===== src/rtl/rom_loader.sv =====
// Boot loader: parses a [N_hi, N_lo, 4*N data bytes, XOR checksum] byte stream,
// writes big-endian words to the instruction ROM and releases the core on success.
module rom_loader #(
  parameter int                    ADDR_WIDTH = 32,
  parameter int                    DATA_WIDTH = 32,
  parameter logic [ADDR_WIDTH-1:0] BASE_ADDR  = '0,
  parameter int                    MAX_WORDS  = 1024
) (
  input  logic                  clock,
  input  logic                  reset,
  input  logic                  byte_valid,
  input  logic [7:0]            byte_data,
  output logic                  byte_ready,
  output logic                  mem_write_enable,
  output logic [ADDR_WIDTH-1:0] mem_addr,
  output logic [DATA_WIDTH-1:0] mem_data,
  output logic                  cpu_reset,
  output logic                  load_done,
  output logic                  load_error,
  output logic [15:0]           words_loaded
);

  typedef enum logic [2:0] {
    HDR_HI,
    HDR_LO,
    DATA,
    CHECK,
    DONE,
    ERROR
  } state_t;

  localparam logic [16:0] MAX_N = 17'(MAX_WORDS);

  state_t                r_state;
  logic [15:0]           r_count;
  logic [1:0]            r_idx;
  logic [23:0]           r_asm;
  logic [7:0]            r_xor;
  logic                  r_ready;
  logic                  r_we;
  logic [ADDR_WIDTH-1:0] r_addr;
  logic [DATA_WIDTH-1:0] r_data;
  logic                  r_cpu_reset;
  logic                  r_done;
  logic                  r_error;
  logic [15:0]           r_words;

  logic                  w_accept;
  logic [15:0]           w_n;
  logic [31:0]           w_word;
  logic [15:0]           w_words_next;
  logic [ADDR_WIDTH-1:0] w_word_addr;

  assign w_accept     = byte_valid & r_ready;
  assign w_n          = {r_count[15:8], byte_data};
  assign w_word       = {r_asm, byte_data};
  assign w_words_next = r_words + 16'd1;
  // Address arithmetic is done at ADDR_WIDTH so it wraps naturally.
  assign w_word_addr  = BASE_ADDR + ADDR_WIDTH'({r_words, 2'b00});

  // NOTE: every register, datapath included, is cleared by the async reset so
  // that an aborted load leaves all outputs at their documented reset values.
  always_ff @(posedge clock or negedge reset) begin
    if (!reset) begin
      r_state     <= HDR_HI;
      r_count     <= '0;
      r_idx       <= '0;
      r_asm       <= '0;
      r_xor       <= '0;
      r_ready     <= 1'b0;
      r_we        <= 1'b0;
      r_addr      <= BASE_ADDR;
      r_data      <= '0;
      r_cpu_reset <= 1'b1;
      r_done      <= 1'b0;
      r_error     <= 1'b0;
      r_words     <= '0;
    end else begin
      // NOTE: non-blocking defaults first; later assignments in the same pass
      // override them, so a terminal transition drops byte_ready in one edge.
      r_we    <= 1'b0;
      r_ready <= (r_state != DONE) && (r_state != ERROR);

      case (r_state)
        HDR_HI: begin
          if (w_accept) begin
            r_count[15:8] <= byte_data;
            r_xor         <= r_xor ^ byte_data;
            r_state       <= HDR_LO;
          end
        end

        HDR_LO: begin
          if (w_accept) begin
            r_count[7:0] <= byte_data;
            r_xor        <= r_xor ^ byte_data;
            r_idx        <= '0;
            if ({1'b0, w_n} > MAX_N) begin
              r_state <= ERROR;
              r_error <= 1'b1;
              r_ready <= 1'b0;
            end else if (w_n == 16'd0) begin
              r_state <= CHECK;
            end else begin
              r_state <= DATA;
            end
          end
        end

        DATA: begin
          if (w_accept) begin
            r_xor <= r_xor ^ byte_data;
            r_asm <= {r_asm[15:0], byte_data};
            r_idx <= r_idx + 2'd1;
            if (r_idx == 2'd3) begin
              r_we    <= 1'b1;
              r_addr  <= w_word_addr;
              r_data  <= DATA_WIDTH'(w_word);
              r_words <= w_words_next;
              if (w_words_next == r_count) r_state <= CHECK;
            end
          end
        end

        CHECK: begin
          if (w_accept) begin
            r_ready <= 1'b0;
            if (byte_data == r_xor) begin
              r_state     <= DONE;
              r_done      <= 1'b1;
              r_cpu_reset <= 1'b0;
            end else begin
              r_state <= ERROR;
              r_error <= 1'b1;
            end
          end
        end

        DONE, ERROR: r_ready <= 1'b0;

        default: begin
          r_state <= ERROR;
          r_error <= 1'b1;
          r_ready <= 1'b0;
        end
      endcase
    end
  end

  assign byte_ready       = r_ready;
  assign mem_write_enable = r_we;
  assign mem_addr         = r_addr;
  assign mem_data         = r_data;
  assign cpu_reset        = r_cpu_reset;
  assign load_done        = r_done;
  assign load_error       = r_error;
  assign words_loaded     = r_words;

endmodule


===== config.mk =====
export PLATFORM = sky130hd
export DESIGN_NAME = rom_loader
export DESIGN_NICKNAME = d
export VERILOG_FILES = /design/src/rtl/rom_loader.sv
export SDC_FILE = /design/constraint.sdc
export NUM_CORES = 1
export LEC_CHECK = 0
export ABC_AREA = 0
export CAP_MARGIN = 20
export CORE_MARGIN = 2
export CORE_UTILIZATION = 30
export CTS_BUF_LIST = sky130_fd_sc_hd__clkbuf_16
export DETAILED_ROUTE_END_ITERATION = 12
export PLACE_DENSITY = 0.48
export SLEW_MARGIN = 30
export SYNTH_ARGS = -nofsm -noshare
export SYNTH_HDL_FRONTEND = slang
export SYNTH_SLANG_ARGS = --single-unit

===== constraint.sdc =====
create_clock -name clock -period 2.65 [get_ports clock]
set_clock_uncertainty 0.05 [all_clocks]
set_input_delay 0.3975 -clock clock [delete_from_list [all_inputs] [get_ports clock]]
set_output_delay 0.3975 -clock clock [all_outputs]
set_load 0.005 [all_outputs]

# [Word level (Yosys, flattened, before mapping)]
# Index checks and enable logic that the tools add are counted.
# W data, S select, Z words.
[totals] out_inout_bits=85 memories=0 mem_bits_ro=0 latchBits=0 mem_bits_rw=0 ff_bits=122 in_bits=11
[classes] n_shift=0 bitwise=4 n_mul=0 div_mod_pow=0 eq_ne=18 n_addsub=2 muxes=25 order_cmp=1 reduce_logical=17
[op_table] operator="$mux W3" count=7
[op_table] operator="$add A16 B1 Y16 const B" count=1
[op_table] operator="$eq A16 B16 Y1" count=1
[op_table] operator="$gt A16 B11 Y1 const B" count=1
[op_table] operator="$logic_not A16 Y1" count=1
[op_table] operator="$ne A2 B2 Y1 const B" count=8
[op_table] operator="$pmux W3 S5" count=1
[op_table] operator="$mux W1" count=12
[op_table] operator="$reduce_and A3 Y1" count=3
[op_table] operator="$eq A8 B8 Y1" count=1
[op_table] operator="$reduce_and A2 Y1" count=4
[op_table] operator="$xor A8 B8 Y8" count=1
[op_table] operator="$reduce_and A7 Y1" count=1
[op_table] operator="$eq A3 B2 Y1 const B" count=2
[op_table] operator="$eq A3 B3 Y1 const B" count=2
[op_table] operator="$ne A3 B3 Y1 const B" count=2
[op_table] operator="$pmux W1 S3" count=2
[op_table] operator="$reduce_and A5 Y1" count=1
[op_table] operator="$mux W2" count=2
[op_table] operator="$pmux W2 S2" count=1
[op_table] operator="$reduce_or A2 Y1" count=2
[op_table] operator="$reduce_or A4 Y1" count=1
[op_table] operator="$eq A3 B1 Y1 const B" count=1
[op_table] operator="$logic_not A3 Y1" count=1
[op_table] operator="other kinds (7)" count=8

# [Longest topological paths before layout]
[logic_depth] depth_word=6 ltp_mapped=9 depth_no_buf=7

# [Least setup slack after synthesis]
# OpenSTA, ideal clock, no wires.
[synth_timing] path_type="reg-to-reg" startpoint="register r_words[1], in the netlist words_loaded[1]" endpoint="register r_state[0]" setup_ns=0.077 required_ns=2.523 arrival_time_ns=1.988 setup_slack_ns=0.534 path_stages_with_launch=9 cell_sequence="dfrtp_1 ha_1 buf_2 nand2_1 or3_4 o2111a_1 nor4_1 nand4_1 a21oi_1"
[synth_between] elab_chain_len=4
[synth_lines] element="start: declaration" line="46" rtl="logic [15:0] r_words;"
[synth_lines] element="start signal: assignment" line="119" rtl="r_words <= w_words_next;"
[synth_lines] element="$add A16 B1 Y16" line="57" rtl="assign w_words_next = r_words + 16'd1;"
[synth_lines] element="$eq A16 B16 Y1" line="120" rtl="if (w_words_next == r_count) r_state <= CHECK;"
[synth_lines] element="$ne A2 B2 Y1 (no source line)"
[synth_lines] element="$reduce_and A7 Y1 (no source line)"
[synth_lines] element="end signal: assignment" line="65" rtl="r_state <= HDR_HI;"
[synth_lines] element="end signal: assignment" line="120"
[synth_lines] element="end signal: assignment" line="129" rtl="r_state <= DONE;"
[synth_lines] element="end: declaration" line="34" rtl="state_t r_state;"
# No other way between the ends.
# A chain may end at the register's enable or synchronous reset.

# [Worst setup path in the final report]
# Ends and elaborated chain as after synthesis.

==> metrics list <==
- The run finished with clean final reports.
- Deepest level of the CTS H-tree: 4
* Latest clock arrival within the worst-skew pair: 420 ps
- Max stage delay cell, worst path: dfrtp_1
- Antenna Cells: 0
* Std cell rows: 50
- Yosys reg bits: about 120
* Type of the worst min-delay path: reg -> reg
* Area of the multi-input gates: roughly 2300 um2
- The number of global-route vias before repair came to between 4k and 5k.
* Placed cell area: between 6000 and 7000 um2
- For this run, design rule violations remaining after detail routing come to 0.
* Placed instance count: 899
- Slew Viols, Final: 0
* Count of buffering cells on the critical path with inverters included: 0
* Fraction of final layout cells sized beyond drive strength 1: a little under an eighth
* Setup TNS: 0 ps
- Core outline area: roughly 19,000 um2
- The tool flagged a number of max-cap violations equal to 0.
* Peak clock frequency supported by timing: roughly 0.40 GHz
* Slew HR: 62.2%
- From synthesis to final layout, the design area changed by 30.6%.
- Synth Warn #: 0
- Summed over all cells, the static leakage comes to 3.52 nW.
- After the first detailed-routing iteration, the DRC count stood at roughly 270.
- Routability-driven placement finished with a final weighted congestion of roughly 0.88.
* Cells along the critical path: ha_1, nand2_1, or3_4, o2111a_1, nor4_1, nand4_1, a21oi_1
* Post-synthesis cell area: 5630 um2
* Average vias per placed instance: about 4.6
- The initial antenna violation count came to 0.
- Synthesized instance count: between 500 and 600
- The final hold violation count came to 0.
- Clock tree synthesis selected as its root buffer the cell clkbuf_16.
- Total clock sinks: between 100 and 150
- Part of the Yosys area used for sequential elements: 54.2%
* Number of synthesized flops with an enable pin: 0
* Critical-path maximum fanout: 8
- With fillers left out, the area of the finished cells amounts to about 7400 um2.
- Gate family responsible for the most delay along the worst path: simple AND/OR/NAND/NOR gates
- Clock slew at the register clock pins of the worst setup and hold paths: around 60 ps
- Measured along the x axis, the die boundary spans about 140 um.
* Global router's overall resource usage: 15.5%
* Nets@finish: 698
- Counting flops with an async set or reset pin after synthesis yields a share of 100%.
* I/O pin cnt: 96
- Each instance of the synthesized netlist takes up on average 9.44 um2.
- The first detailed-routing pass took 4 iterations.
- Critical path launch point type: register
* Commonest register cell after synthesis: dfrtp_1
* Routed via count: ~4.3k
* Worst hold margin: about 420 ps
- For this run the aggregate overflow at the end of global routing stands at 0.
- Setup violations remaining at the end of the flow were counted as 0.
- Port bufs: between 70 and 80
- Fill count: around 1.8k
- Area used by sequential logic in the layout: approximately 3100 um2
* Remaining antenna violation count after routing: 0
* Maximum buffer depth of the clock tree: 2
- HPWL after detailed placement: 10,300 um
* Final WL: 14,500 um
- Dividing the detail-routed wire length by the instance count gives 15.5 um.
- STA puts the critical path data required time at between 2000 and 3000 ps.
- Of the available clock period, the critical path in the final layout requires a little over nine tenths.
- Post-route insts no fill: around 930
- Initial core utilization: between 30 and 40%
- The number of different library cells used by synthesis comes to 56.
- Data arrival at the endpoint of the critical path: around 2800 ps
- Startpoint-to-endpoint class of the critical path: reg -> reg
* Worst setup slack before clock tree synthesis: approximately 200 ps
- Overall die height: 141 um
- Total CTS buffers: 17
* TritonCTS clock tree: done
- Setup repair after global routing left no endpoint under its margin.
- After layout, the worst setup slack is 126 ps.
- Power spread over the standard cell area amounts to around 750 nW/um2.
- Area enclosed by the die boundary: roughly 20,000 um2
* Minimum clock period after layout: 2520 ps
* Type of destination of the critical path: register
* Post-CTS setup repair buffer count: 0
* Longest individual stage delay on the worst path: 480 ps
- Entering global routing, the biggest net connects between 40 and 50 pins.
- Worst VDD drop: 0.000481 V
- First-pass GRT wire length: ~24,000 um
* Worst slew pin tran: 562 ps
-- worst reg2reg max path: stages, from the launching register on --
cell	delay [ps]
dfrtp_1	480
ha_1	410
nand2_1	180
or3_4	370
o2111a_1	250
nor4_1	310
nand4_1	220
a21oi_1	190
-- cell families after synthesis --
| logic type | Yosys count | share of synthesized area [%] |
|---|---|---|
| XOR/XNOR | 46 | 7.15 |
| adder cells (fa/ha/maj) | 2 | 0.444 |
| multiplexers | 18 | 3.55 |
| AND/OR/NAND/NOR | 319 | 24.9 |
| buffers and inverters | 56 | 5.31 |
| flip-flops | 122 | 54.2 |
| other | 1 | 0.0666 |
| AO/OA/AOI/OAI | 33 | 4.35 |
-- layout by cell type, fill, tap and decap left out, drive strengths merged, types with 12 or more instances in the layout --
cell type	netlist	final
nand2	248	248
dfrtp	121	121
clkdlybuf4s50	0	78
xnor2	34	34
buf	34	26
clkbuf	17	17
mux2	16	16
conb	1	16
nor4	14	14
xor2	12	12
-- metal layers --
metal	global-route usage, %	vias to the layer above	routed length (um)
met5	0	-	0
met1	21.4	2101	7020
met2	24.1	108	6670
li1	-	2092	-
met4	4.74	0	205
met3	3.63	17	575
-- through the flow --
stage          util, %  power [mW]
2_1_floorplan        -        2.86
3_3_place_gp      36.1        3.09
3_5_place_dp      36.1        3.11
4_1_cts           39.6        5.61
5_1_grt           39.6        5.81
6_report          39.6        5.54
-- area by class of cell --
type | count | share of cell area (%)
Sequential cell | 122 | 41.5
Multi-Input combinational cell | 434 | 31.9
Timing Repair Buffer | 105 | 13.9
Clock buffer | 17 | 5.78
Tap cell | 234 | 3.98
Clock inverter | 15 | 2.70
Inverter | 5 | 0.255
-- where the power goes --
part | switching (mW) | internal [mW]
logic | 0.315 | 0.404
clock network | 0.888 | 1.58
registers | 0.268 | 2.09
-- repair_timing --
action | 4_1_cts | 5_1_grt
gates resized for setup | 0 | 1
hold endpoints to repair | 35 | 0
hold buffers | 1 | 0
setup endpoints to repair | 0 | 1
-- path summary, 6_finish.rpt --
kind,start,endpoint,slack (ps),depth (start not counted)
setup / recovery,words_loaded[1]$_DFFE_PN0P_,r_state[0]$_DFFE_PN0P_,130,7
hold / removal,mem_addr[16]$_DFFE_PN0P_,mem_addr[16]$_DFFE_PN0P_,420,2
setup reg to reg,words_loaded[1]$_DFFE_PN0P_,r_state[0]$_DFFE_PN0P_,130,7
hold reg to reg,mem_addr[16]$_DFFE_PN0P_,mem_addr[16]$_DFFE_PN0P_,420,2
max in group asynchronous,reset,mem_data[21]$_DFFE_PN0P_,1470,3
min in group asynchronous,reset,load_done$_DFFE_PN0P_,450,2
-- flip-flops by register name, indices dropped and copies added (netlist names) --
register	cells
r_asm	24
r_xor	8
r_state	3
mem_data	32
byte_ready	1
load_done	1
mem_write_enable	1
r_idx	2
mem_addr	16
cpu_reset	1
words_loaded	16
load_error	1
r_count	16
-- synth_stat cells, types with 4 or more instances --
cell | count | share of area (%)
a21o_1 | 4 | 0.53
and2_1 | 4 | 0.44
buf_1 | 6 | 0.40
buf_2 | 8 | 0.71
buf_4 | 19 | 2.5
clkbuf_1 | 17 | 1.1
dfrtp_1 | 121 | 54
inv_1 | 4 | 0.27
mux2_2 | 16 | 3.2
nand2_1 | 246 | 16
nand3_1 | 6 | 0.53
nand4_1 | 6 | 0.67
nor2_1 | 10 | 0.67
nor2b_1 | 5 | 0.56
nor3_1 | 5 | 0.44
nor4_1 | 13 | 1.4
o21ai_0 | 7 | 0.62
xnor2_1 | 34 | 5.3
xor2_1 | 12 | 1.9
(Power assumes the default switching activity.)
